File: src/rtl/l2_arbiter_rr.sv
// N-client arbiter onto the single-ported L2 line interface.
// Holds one grant per L2 transaction; round-robin or fixed-priority selection.
module l2_arbiter_rr #(
   parameter int NUM_CLIENTS = 2,
   parameter int ADDR_WIDTH  = 16,
   parameter int LINE_WIDTH  = 128,
   parameter bit RR_MODE     = 1'b1,
   localparam int GW         = (NUM_CLIENTS <= 2) ? 1 : $clog2(NUM_CLIENTS)
) (
   input  logic                              clk,
   input  logic                              rst_n,
   input  logic [NUM_CLIENTS*ADDR_WIDTH-1:0] l1_addr,
   input  logic [NUM_CLIENTS*LINE_WIDTH-1:0] l1_wdata,
   input  logic [NUM_CLIENTS-1:0]            l1_read,
   input  logic [NUM_CLIENTS-1:0]            l1_write,
   output logic [LINE_WIDTH-1:0]             l1_rdata,
   output logic [NUM_CLIENTS-1:0]            l1_resp,
   input  logic [LINE_WIDTH-1:0]             l2_rdata,
   input  logic                              l2_resp,
   output logic [ADDR_WIDTH-1:0]             l2_addr,
   output logic [LINE_WIDTH-1:0]             l2_wdata,
   output logic                              l2_read,
   output logic                              l2_write,
   output logic [GW-1:0]                     grant_id,
   output logic                              busy
);

   typedef enum logic {IDLE, BUSY} state_t;

   state_t                state_q, state_d;
   logic [GW-1:0]         grant_q, grant_d;
   logic [GW-1:0]         ptr_q, ptr_d;
   logic [GW-1:0]         base_ptr;
   logic [GW-1:0]         winner;
   logic                  found;
   logic [GW:0]           scan_idx;
   logic [NUM_CLIENTS-1:0] req;

   logic [ADDR_WIDTH-1:0] addr_arr  [NUM_CLIENTS];
   logic [LINE_WIDTH-1:0] wdata_arr [NUM_CLIENTS];

   for (genvar g = 0; g < NUM_CLIENTS; g++) begin : g_unpack
      assign addr_arr[g]  = l1_addr[g*ADDR_WIDTH +: ADDR_WIDTH];
      assign wdata_arr[g] = l1_wdata[g*LINE_WIDTH +: LINE_WIDTH];
   end

   assign req      = l1_read | l1_write;
   assign base_ptr = RR_MODE ? ptr_q : '0;
   assign l1_rdata = l2_rdata;
   assign grant_id = grant_q;
   assign busy     = (state_q == BUSY);

   // Scan clients starting at the base pointer, wrapping; first requester wins.
   always_comb begin
      found    = 1'b0;
      winner   = '0;
      scan_idx = '0;
      for (int i = 0; i < NUM_CLIENTS; i++) begin
         scan_idx = {1'b0, base_ptr} + (GW+1)'(i);
         if (scan_idx >= (GW+1)'(NUM_CLIENTS))
            scan_idx = scan_idx - (GW+1)'(NUM_CLIENTS);
         if (!found && req[scan_idx[GW-1:0]]) begin
            found  = 1'b1;
            winner = scan_idx[GW-1:0];
         end
      end
   end

   always_ff @(posedge clk or negedge rst_n) begin
      if (!rst_n) begin
         state_q <= IDLE;
         grant_q <= '0;
         ptr_q   <= '0;
      end else begin
         state_q <= state_d;
         grant_q <= grant_d;
         ptr_q   <= ptr_d;
      end
   end

   always_comb begin
      state_d  = state_q;
      grant_d  = grant_q;
      ptr_d    = ptr_q;
      l2_addr  = '0;
      l2_wdata = '0;
      l2_read  = 1'b0;
      l2_write = 1'b0;
      l1_resp  = '0;
      unique case (state_q)
         IDLE: begin
            if (found) begin
               grant_d = winner;
               state_d = BUSY;
            end
         end
         BUSY: begin
            // Granted client's live inputs pass straight through; write beats read.
            l2_addr  = addr_arr[grant_q];
            l2_wdata = wdata_arr[grant_q];
            l2_write = l1_write[grant_q];
            l2_read  = l1_read[grant_q] & ~l1_write[grant_q];
            if (l2_resp) begin
               l1_resp[grant_q] = 1'b1;
               state_d          = IDLE;
               if (RR_MODE)
                  ptr_d = (grant_q == GW'(NUM_CLIENTS - 1)) ? '0 : grant_q + GW'(1);
               else
                  ptr_d = '0;
            end
         end
         default: state_d = IDLE;
      endcase
   end

endmodule

File: config.mk
export PLATFORM = sky130hd
export DESIGN_NAME = l2_arbiter_rr
export DESIGN_NICKNAME = d
export VERILOG_FILES = /design/src/rtl/l2_arbiter_rr.sv
export SDC_FILE = /design/constraint.sdc
export NUM_CORES = 1
export LEC_CHECK = 0
export ABC_AREA = 0
export CORE_AREA = 3 3 271 273
export CTS_CLUSTER_DIAMETER = 150
export CTS_CLUSTER_SIZE = 16
export DETAILED_ROUTE_END_ITERATION = 12
export DIE_AREA = 0 0 274 276
export DONT_BUFFER_PORTS = 1
export HOLD_SLACK_MARGIN = 0.02
export MAX_ROUTING_LAYER = met4
export SYNTH_ARGS = -nofsm -noshare
export SYNTH_HDL_FRONTEND = slang
export SYNTH_SLANG_ARGS = --single-unit
File: constraint.sdc
create_clock -name clk -period 2.2 [get_ports clk]
set_input_delay 0.22 -clock clk [delete_from_list [all_inputs] [get_ports clk]]
set_output_delay 0.22 -clock clk [all_outputs]
set_load 0.01 [all_outputs]
### After elaboration in Yosys (flattened, before gate mapping)

Index checks and enable logic that the tools add are counted.
Widths: inputs -> output; s select.

| cells by class | value |
|---|---|
| add/sub/neg operators | 4 |
| order comparisons | 7 |
| muxes and demuxes | 32 |
| bitwise logic cells | 5 |
| reductions and logical operators | 5 |

Operator list:

| operator | number |
|---|---|
| $mux 128 | 4 |
| $mux 16 | 4 |
| $mux 1 | 20 |
| $lt 1x2->1 const B | 3 |
| $ge 2x2->1 const B | 2 |
| $mux 2 | 2 |
| $reduce_and 2->1 | 2 |
| $add 1x1->2 const B | 1 |
| $ge 1x2->1 const B | 1 |
| $logic_and 1x1->1 | 2 |
| $not 1->1 | 2 |
| $not 1->2 | 1 |
| $or 2x2->2 | 1 |
| $pmux 1 s2 | 1 |
| $sub 1x1->1 const B | 2 |
| $add 1x1->1 const B | 1 |
| $and 1x1->1 | 1 |
| $demux 1 s1 | 1 |
| $ge 1x1->1 const B | 1 |
| $logic_not 1->1 | 1 |

| word-level totals | value |
|---|---|
| flip-flop bits (word level) | 3 |
| input port bits | 423 |
| output and inout bits | 278 |
| word-level logic and storage cells | 56 |

### Depth between registers and ports, before layout

| logic depth | value |
|---|---|
| depth after elaboration | 10 |
| gate-level depth with buffers | 5 |

### Worst setup path before layout

OpenSTA, ideal clock, no wires.

| timing path | value |
|---|---|
| path kind | register to output |
| start | reg grant_q (netlist: grant_id) |
| end | out l2_read |
| data arrival time | 1.268 ns |
| required time | 1.980 ns |
| slack | 0.712 ns |
| stages on the path, launching flop included | 5 |
| cells stage by stage | dfrtp_1 -> buf_6 -> buf_6 -> or3b_1 -> a21boi_1 |

| between the ends | value |
|---|---|
| longest elaborated chain between the ends | 5 |
| elaborated cells on any way between the ends | 7 |

Ends and longest elaborated chain:

| what | line | text |
|---|---|---|
| start: declaration | 31 | `logic [GW-1:0] grant_q, grant_d;` |
| start signal: assignment | 76 | `grant_q <= grant_d;` |
| $mux 1 (implied by the code) (2 in a row) | 102 | `l2_read = l1_read[grant_q] & ~l1_write[grant_q];` |
| $not 1->1 | 102 |  |
| $and 1x1->1 * | 102 |  |
| $mux 1 * | 90 | `unique case (state_q)` |
| end: declaration | 22 | `output logic l2_read,` |

Every way passes the cells marked *; elsewhere a longest branch is shown, timed or not. The select of a mux whose other input is x is not followed.

### Worst setup path after layout

| timing path | value |
|---|---|
| start | reg grant_q (netlist: grant_id) |
| end | out l2_wdata[39] |

| between the ends | value |
|---|---|
| longest elaborated chain between the ends | 5 |

Ends and longest elaborated chain:

| what | line | text |
|---|---|---|
| $not 1->2 (implied by the code) | 100 | `l2_wdata = wdata_arr[grant_q];` |
| $mux 128 (implied by the code) (3 in a row) | 100 |  |
| $mux 128 | 90 |  |
| end: declaration | 21 | `output logic [LINE_WIDTH-1:0] l2_wdata,` |

Every way passes these cells. The select of a mux whose other input is x is not followed.

==> flow_metrics.env <==
export IMPL_syn_inst=467
export IMPL_yosysWarnings=0
export IMPL_slew_violations=0
export IMPL_vias_per_cell=2.227
export IMPL_dr_wl_met3_mm=4.058
export IMPL_ioPinCount=701
export IMPL_seq_area_um2=82.58
export IMPL_nets=787
export IMPL_cp_arrival_ns=1.74
export IMPL_path_cells="buf_12 > mux2i_1 > nor2b_1 > buf_4"
export IMPL_p_total_uw=2417
export IMPL_num_rows=98
export IMPL_drc_errors=0
export IMPL_layout_drive_gt1_share_pct=15.98
export IMPL_multi_input_area_mm2=0.002455
export IMPL_clock_latency_ns=0.23
export IMPL_postSynthNetCount=890
export IMPL_period_needed_ns=1.965
export IMPL_slowest_stage="dfrtp_4"
export IMPL_critical_path_class="reg -> out"
export IMPL_grt_pass1_wl_mm=32.04
export IMPL_finalSetupTns_ns=0
export IMPL_worstSetupEndpointType="output port"
export IMPL_cts_buffers=3
export IMPL_maxCapViolCount=0
export IMPL_skew_ns=0.001129
export IMPL_grt_max_degree=78
export IMPL_dr_max_layer_used="met4"
export IMPL_setup_viol=0
export IMPL_run_status="completed"
export IMPL_cts_tree="yes"
export IMPL_start_kind="flip-flop"
export IMPL_cp_max_fo=68
export IMPL_dieWidth_um=274
export IMPL_clock_path_buffers=2
export IMPL_wl_met2_mm=10.56
export IMPL_area_delta_synth_final_pct=18.10
export IMPL_combPwrFrac_pct=84.4
export IMPL_clkPwrFrac_pct=12.1
export IMPL_gp_congestion=0.8346
export IMPL_grt_pass1_vias=3170
export IMPL_synth_seq_area_share_pct=2.042
export IMPL_met1_length_mm=10.93
export IMPL_core_area_mm2=0.07136
export IMPL_p_leak_uw=0.001616
export IMPL_avgSynthCellArea_um2=7.874
export IMPL_antenna_left=0
export IMPL_die_area_mm2=0.07562
export IMPL_p_int_uw=1165
export IMPL_switchingPower_uw=1252
export IMPL_pwr_share_seq_pct=3.5
export IMPL_swShare_pct=51.80
export IMPL_synth_cell_type_count=19
export IMPL_drt_pass1_iterations=4
export IMPL_clock_root_buffer="clkbuf_16"
export IMPL_ys_ff_latch=3
export IMPL_dp_hpwl_mm=24.71
export IMPL_syn_cell_area_mm2=0.003677
export IMPL_post_drt_wl_per_cell_um=20.53
export IMPL_antenna_found_initial=12
export IMPL_fmax_ghz=0.5090
export IMPL_initial_utilization_pct=5.153
export IMPL_io_buffers=0
export IMPL_crit_required_ns=1.98
export IMPL_clk_pin_slew_worst_paths_ns=0.03
export IMPL_grtUsageTotal_pct=6.721
export IMPL_layout_common_cells="145 x mux2i_1, 145 x nor2b_1, 44 x buf_4"
export IMPL_cts_setup_buffers=0
export IMPL_hold_slack_ns=0.1941
export IMPL_timing_slew_headroom_pct=59.00
export IMPL_die_h_um=276
export IMPL_routed_wirelength_mm=27.26
export IMPL_p_per_area_mw_per_mm2=556.5
export IMPL_critical_path_max_stage_delay_ns=0.43
export IMPL_min_period_over_period_pct=89.31
export IMPL_worst_pin_slew_ns=0.6151
export IMPL_htreeDepth=1
export IMPL_via_count=2957
export IMPL_fillerInstances=8465
export IMPL_grt_overflow=0
export IMPL_vdd_drop_max_mv=0.5711
export IMPL_rsz0062_at_grt="no"
export IMPL_hold_viol_final=0
export IMPL_drt_iter0_drc=85
export IMPL_hold_path_class="in -> reg"
export IMPL_cts_sinks=3
-- path summary, 6_finish.rpt --
path,to,slack (ns),cells past startpoint,startpoint
min in group asynchronous,grant_id$_DFFE_PN0P_,0.31,1,rst_n
max,l2_wdata[39],0.24,4,grant_id$_DFFE_PN0P_
max in group asynchronous,busy$_DFF_PN0_,1.66,1,rst_n
min,base_ptr$_DFFE_PN0P_,0.19,2,l2_resp
max reg2reg,base_ptr$_DFFE_PN0P_,0.85,3,grant_id$_DFFE_PN0P_
min reg2reg,base_ptr$_DFFE_PN0P_,0.50,1,base_ptr$_DFFE_PN0P_
-- kinds of logic (layout without fill, tap and decap cells) --
| logic type | after synthesis | count (layout) | synth area share, % |
|---|---|---|---|
| buffers and inverters | 161 | 57 | 31.20 |
| flip-flops | 3 | 3 | 2.041 |
| AO/OA/AOI/OAI | 6 | 6 | 1.361 |
| AND/OR/NAND/NOR | 152 | 152 | 25.93 |
| other | 0 | 15 | 0 |
| multiplexers | 145 | 145 | 39.47 |
-- critical path, delay by kind of cell, from the launching register on --
| family | cells | cell delay (ns) |
|---|---|---|
| simple gates | 1 | 0.08 |
| mux | 1 | 0.33 |
| buf+inv | 2 | 0.46 |
| flops | 1 | 0.43 |
-- final cells by class --
| class | instances | share of cell area, % |
|---|---|---|
| diodes | 15 | 0.8643 |
| flip-flops and latches | 3 | 1.901 |
| repair buffers | 53 | 11.52 |
| multi-input cells | 303 | 56.53 |
| well taps | 950 | 27.37 |
| clock buffers | 4 | 1.815 |
-- power by group through the flow --
stage / logic, uW / registers (uW) / clock network, uW
3_3_place_gp: 2110 / 83.5 / 0
6_report: 2040 / 83.7 / 293
2_1_floorplan: 1650 / 77.2 / 0
3_5_place_dp: 2130 / 84.4 / 0
4_1_cts: 2140 / 83.7 / 296
5_1_grt: 2270 / 84.3 / 304
-- what timing repair did --
action,CTS,global route
resized for setup,0,0
hold buffers,1,0
hold endpoints to repair,3,0
-- sequential cells by signal (all words and copies together) (netlist names) --
| name | flops |
|---|---|
| busy | 1 |
| grant_id | 1 |
| base_ptr | 1 |
-- routing by layer --
metal | up-vias | track usage [%]
met5 | - | -
met4 | 0 | 3.703
met3 | 103 | 5.033
met2 | 386 | 9.373
met1 | 1243 | 6.751
li1 | 1225 | -
-- synth_stat cells --
cell / instances / area share (%)
a21boi_1: 1 / 0.20
a21o_1: 1 / 0.20
and3_1: 1 / 0.17
and3b_1: 1 / 0.24
buf_2: 5 / 0.68
buf_4: 139 / 28
buf_6: 2 / 0.61
clkbuf_1: 15 / 1.5
dfrtp_1: 3 / 2.0
mux2i_1: 145 / 39
nand2_1: 1 / 0.10
nand3b_1: 1 / 0.20
nor2_1: 1 / 0.10
nor2b_1: 145 / 25
o21a_1: 2 / 0.41
o21ba_2: 1 / 0.27
o32a_1: 1 / 0.27
or3b_1: 1 / 0.24
or4_1: 1 / 0.20
-- per-stage QoR --
| step | util (%) | instance area [um^2] | worst slack [ns] | cells |
|---|---|---|---|---|
| after floorplan | - | 3677 | 0.7122 | 467 |
| after global placement | 5.909 | 4217 | 0.4988 | 1308 |
| after detailed placement | 5.909 | 4217 | 0.4507 | 1308 |
| after CTS | 6.033 | 4305 | 0.2111 | 1313 |
| after global routing | 6.075 | 4335 | 0.1439 | 1325 |
| final | 6.086 | 4343 | 0.2353 | 1328 |
Note: power is estimated with default switching activity, not from simulation.
==> RTL change 1, RTL diff (config.mk and constraints unchanged) <==
Reset style: synchronous (`rst_n`), changed in one clocked block.
--- a/src/rtl/l2_arbiter_rr.sv
+++ b/src/rtl/l2_arbiter_rr.sv
@@ -66,7 +66,7 @@
       end
    end
 
-   always_ff @(posedge clk or negedge rst_n) begin
+   always_ff @(posedge clk) begin
       if (!rst_n) begin
          state_q <= IDLE;
          grant_q <= '0;
Formal check against the unedited RTL: differs if rst_n is asserted again (counterexample within 4 cycles, from zero or initial values and one cycle with rst_n low); with rst_n held inactive, the same outputs for 4 cycles.
==> RTL change 1 against the unedited design <==
Sequential cell count is the same; area after synthesis rose by 0.17%; setup slack improved by 3.7 ps; highest routed layer unchanged; routed wire length is 35% higher; final area up 11%; global-route usage up 2.5 points; count of clock-buffer cells in the layout unchanged; total power shrank 39%; worst hold slack lost 76 ps.
==> RTL change 1: results (changes against the unedited design) <==
| Metric | Value |
|---|---|
| CP max-delay cell | `dfxtp_4 (was dfrtp_4)` |
| Total track usage | `0.09175 (was 0.06721)` |
| LEAKAGE | `1.448 nW (was 1.616 nW)` |
| Yosys cell types | `20 (was 19)` |
| Met3 GRT Util | `0.02196 (was 0.05033)` |
| GRT met1 Usage | `0.1019 (was 0.06751)` |
| M2 GR Usage | `0.1583 (was 0.09373)` |
| Layout Skew | `1.084 ps (was 1.129 ps)` |
| CTS Hold Bufs | `0 (was 1)` |
| Largest net degree at the start of global routing | `53 (was 78)` |
| Initial antenna violation count | `4 (was 12)` |
| Layout Cells excl Fill | `1387 (was 1328)` |
| Hold Path Cell Cnt | `1 (was 2)` |
| Crit Reg-Reg Startpoint | `busy$_SDFF_PN0_ (was grant_id$_DFFE_PN0P_)` |
| Syn Inst Count | `470 (was 467)` |
| Layout cells sized above 1 | `0.2989 (was 0.1598)` |
| Dominant synthesized flop cell | `dfxtp_1 (was dfrtp_1)` |
| WHS Endpoint | `busy$_SDFF_PN0_ (was base_ptr$_DFFE_PN0P_)` |
| Tmin final | `1961 ps (was 1965 ps)` |
| Synth async-reset ratio | `0 (was 1.000)` |
| Slew @ Worst Pin | `697.4 ps (was 615.1 ps)` |
| Final nets | `859 (was 787)` |
| Post-Place Setup Slack | `426.0 ps (was 450.7 ps)` |
| Reg power frac | `0.060 (was 0.035)` |
| Hpwl dp | `34260 um (was 24710 um)` |
| CP peak stage delay | `780 ps (was 430 ps)` |
| Outcome | `finished clean (unchanged)` |
| Int Pwr | `764.8 uW (was 1.165 mW)` |
| Final RePlAce weighted congestion | `0.6957 (was 0.8346)` |
| Syn_nets | `893 (was 890)` |
## RTL change 1: cells by family after synthesis
family,count (synthesis),share of synthesized area
DFF,3,0.01630
AOI/OAI and AO/OA,6,0.01393
muxes,145,0.3940
buffers and inverters,161,0.3125
and+or+nand+nor,155,0.2633
## RTL change 1: worst max-delay path: cells and delay by family (launching register included)
family | cells | cell delay [ps]
flops | 1 | 780
simple gates | 1 | 360
buf+inv | 1 | 340
## RTL change 1: routing by layer
| metal | vias to the layer above | share of wire | wire, um |
|---|---|---|---|
| met3 | 110 | 0.088 | 3214 |
| met1 | 1307 | 0.39 | 14260 |
| met4 | 0 | 0.049 | 1784 |
| met5 | - | 0 | 0 |
| met2 | 426 | 0.48 | 17470 |
| li1 | 1348 | - | - |
## RTL change 1: area by class of cell
cell class	instances	area, sq um	share of cell area
well taps	950	1189	0.2475
repair buffers	122	991.0	0.2063
multi-input cells	306	2472	0.5147
diodes	2	5.005	0.001042
flip-flops and latches	3	67.56	0.01407
clock buffers	4	78.83	0.01641
## RTL change 1: worst max-delay path by stage
stage                           from             to  cells past startpoint
2_1_floorplan  grant_id$_SDFFE_PN0P_        l2_read                      4
3_3_place_gp         busy$_SDFF_PN0_  l2_wdata[101]                      2
3_5_place_dp         busy$_SDFF_PN0_   l2_wdata[84]                      3
4_1_cts              busy$_SDFF_PN0_   l2_wdata[84]                      3
5_1_grt              busy$_SDFF_PN0_   l2_wdata[88]                      3
6_report             busy$_SDFF_PN0_  l2_wdata[101]                      2
## RTL change 1: stage by stage
step	total power [mW]	cell area, sq um	utilization
floorplan	0.8916	3684	-
detailed placement	1.274	4720	0.06613
CTS	1.571	4798	0.06724
global route	1.607	4803	0.06731
finish	1.474	4803	0.06731
global placement	1.256	4720	0.06613
==> RTL change 2, RTL diff (config.mk and constraints unchanged) <==
Without the edit above. The parameter `RR_MODE` goes from 1'b1 to 1'b0.
--- a/src/rtl/l2_arbiter_rr.sv
+++ b/src/rtl/l2_arbiter_rr.sv
@@ -4,7 +4,7 @@
    parameter int NUM_CLIENTS = 2,
    parameter int ADDR_WIDTH  = 16,
    parameter int LINE_WIDTH  = 128,
-   parameter bit RR_MODE     = 1'b1,
+   parameter bit RR_MODE     = 1'b0,
    localparam int GW         = (NUM_CLIENTS <= 2) ? 1 : $clog2(NUM_CLIENTS)
 ) (
    input  logic                              clk,
Check against the original RTL: not equivalent (Yosys sat finds a counterexample within 4 cycles, from zero or initial values and one cycle with rst_n low).
==> RTL change 2 against the unedited design <==
Synthesized cell count is 0.64% lower; setup slack got worse by 37 ps; final area down 2.0%; highest routed layer unchanged; critical endpoint is now l2_wdata[50]; total power is 25% lower; combinational power is 28% lower; routed wire length rose by 10%; count of clock-buffer cells in the layout shrank 1; critical path type unchanged; clock skew is 0.62 ps lower; area after synthesis down 1.3%; sequential cell count shrank 1.
==> RTL change 2: results (changes against the unedited design) <==
| Metric | Value |
|---|---|
| Area contributors post-synth | `mux2i_1, buf_4, nor2b_1 (unchanged)` |
| Reg-to-reg endpoint | `grant_id$_DFFE_PN0P_ (was base_ptr$_DFFE_PN0P_)` |
| Layout cells sized above 1 | `0.1639 (was 0.1598)` |
| WHS Endpoint | `busy$_DFF_PN0_ (was base_ptr$_DFFE_PN0P_)` |
| CP endpoint | `l2_wdata[50] (was l2_wdata[39])` |
| Syn_nets | `887 (was 890)` |
| IR drop worst, VDD | `882.6 uV (was 571.1 uV)` |
| Final Cycle Share | `0.9097 (was 0.8931)` |
| Final RePlAce weighted congestion | `0.7593 (was 0.8346)` |
| LEAKAGE | `1.447 nW (was 1.616 nW)` |
| GRT met1 Usage | `0.06066 (was 0.06751)` |
| Dominant synthesized flop cell | `dfrtp_1 (unchanged)` |
| N_diodes | `17 (was 15)` |
| M2 GR Usage | `0.1293 (was 0.09373)` |
| Fraction of area in multi-input gates | `0.5719 (was 0.5653)` |
| Routed wl met3 | `4985 um (was 4058 um)` |
| Setup slack, reg-to-reg | `1000 ps (was 850 ps)` |
| Fill count | `8476 (was 8465)` |
| Worst EP arrival | `1780 ps (was 1740 ps)` |
| Yosys cell types | `17 (was 19)` |
| Vias in the first global route | `3099 (was 3170)` |
| Layout Skew | `0.5061 ps (was 1.129 ps)` |
| Slew @ Worst Pin | `744.0 ps (was 615.1 ps)` |
| Register area | `57.56 sq um (was 82.58 sq um)` |
| CTS Root Cell | `clkbuf_16 (unchanged)` |
| Critical path fanouts, max | `79 (was 68)` |
| Final Util | `0.05963 (was 0.06086)` |
| Post-synthesis sequential area ratio | `0.01378 (was 0.02042)` |
| DR iter-0 viols | `99 (was 85)` |
| Initial antenna violation count | `37 (was 12)` |
| Signal buffers share of area | `0.1076 (was 0.1152)` |
| Final nets | `785 (was 787)` |
| Clock buf/inv share | `0.01764 (was 0.01815)` |
| Non-clk bufs | `54 (was 53)` |
| Largest net degree at the start of global routing | `83 (was 78)` |
| Reg2Reg Depth | `3 (unchanged)` |
| Hpwl dp | `27370 um (was 24710 um)` |
| Sequential cell count | `2 (was 3)` |
| Via count | `2994 (was 2957)` |
| First-pass GRT wire length | `35190 um (was 32040 um)` |
| Multi-input gates | `301 (was 303)` |
| WL met2 | `14170 um (was 10560 um)` |
| Post-DP Area | `0.004128 sq mm (was 0.004217 sq mm)` |
| Metal1 wirelength | `9307 um (was 10930 um)` |
| Wirelength per Cell | `22.67 um (was 20.53 um)` |
| Total track usage | `0.07505 (was 0.06721)` |
| Outcome | `finished clean (unchanged)` |
| Met3 GRT Util | `0.05476 (was 0.05033)` |
| Crit Reg-Reg Startpoint | `busy$_DFF_PN0_ (was grant_id$_DFFE_PN0P_)` |
| Post-Place Setup Slack | `405.9 ps (was 450.7 ps)` |
RTL change 2: cell count changes after synthesis, sizes merged:
cell,delta
a21o,-1
and3b,-1
dfrtp,-1
nor2,+1
o21a,-1
o22a,+1
o32a,-1
RTL change 2: what timing repair did:
item	in CTS	in global routing
endpoints found under the hold margin	2	0
gates resized for setup	0	0
hold buffers	1	0
setup buffers	0	0
RTL change 2: logic make-up after synthesis:
| logic type | synth area share |
|---|---|
| AOI/OAI and AO/OA | 0.009306 |
| buffers and inverters | 0.3160 |
| and+or+nand+nor | 0.2612 |
| DFF | 0.01378 |
| muxes | 0.3997 |
RTL change 2: metrics by stage:
stage	total power, mW	hold WS [ps]	instances
finish	1.802	215.4	1327
global route	1.934	211.5	1323
floorplan	1.373	-75.59	464
global placement	1.533	-75.51	1306
detailed placement	1.563	-75.51	1306
CTS	1.842	213.1	1310
RTL change 2: power breakdown:
group,internal [mW],switching [mW],total [mW]
registers,0.0449,0.00743,0.0524
clock network,0.232,0.0456,0.277
logic,0.630,0.843,1.47
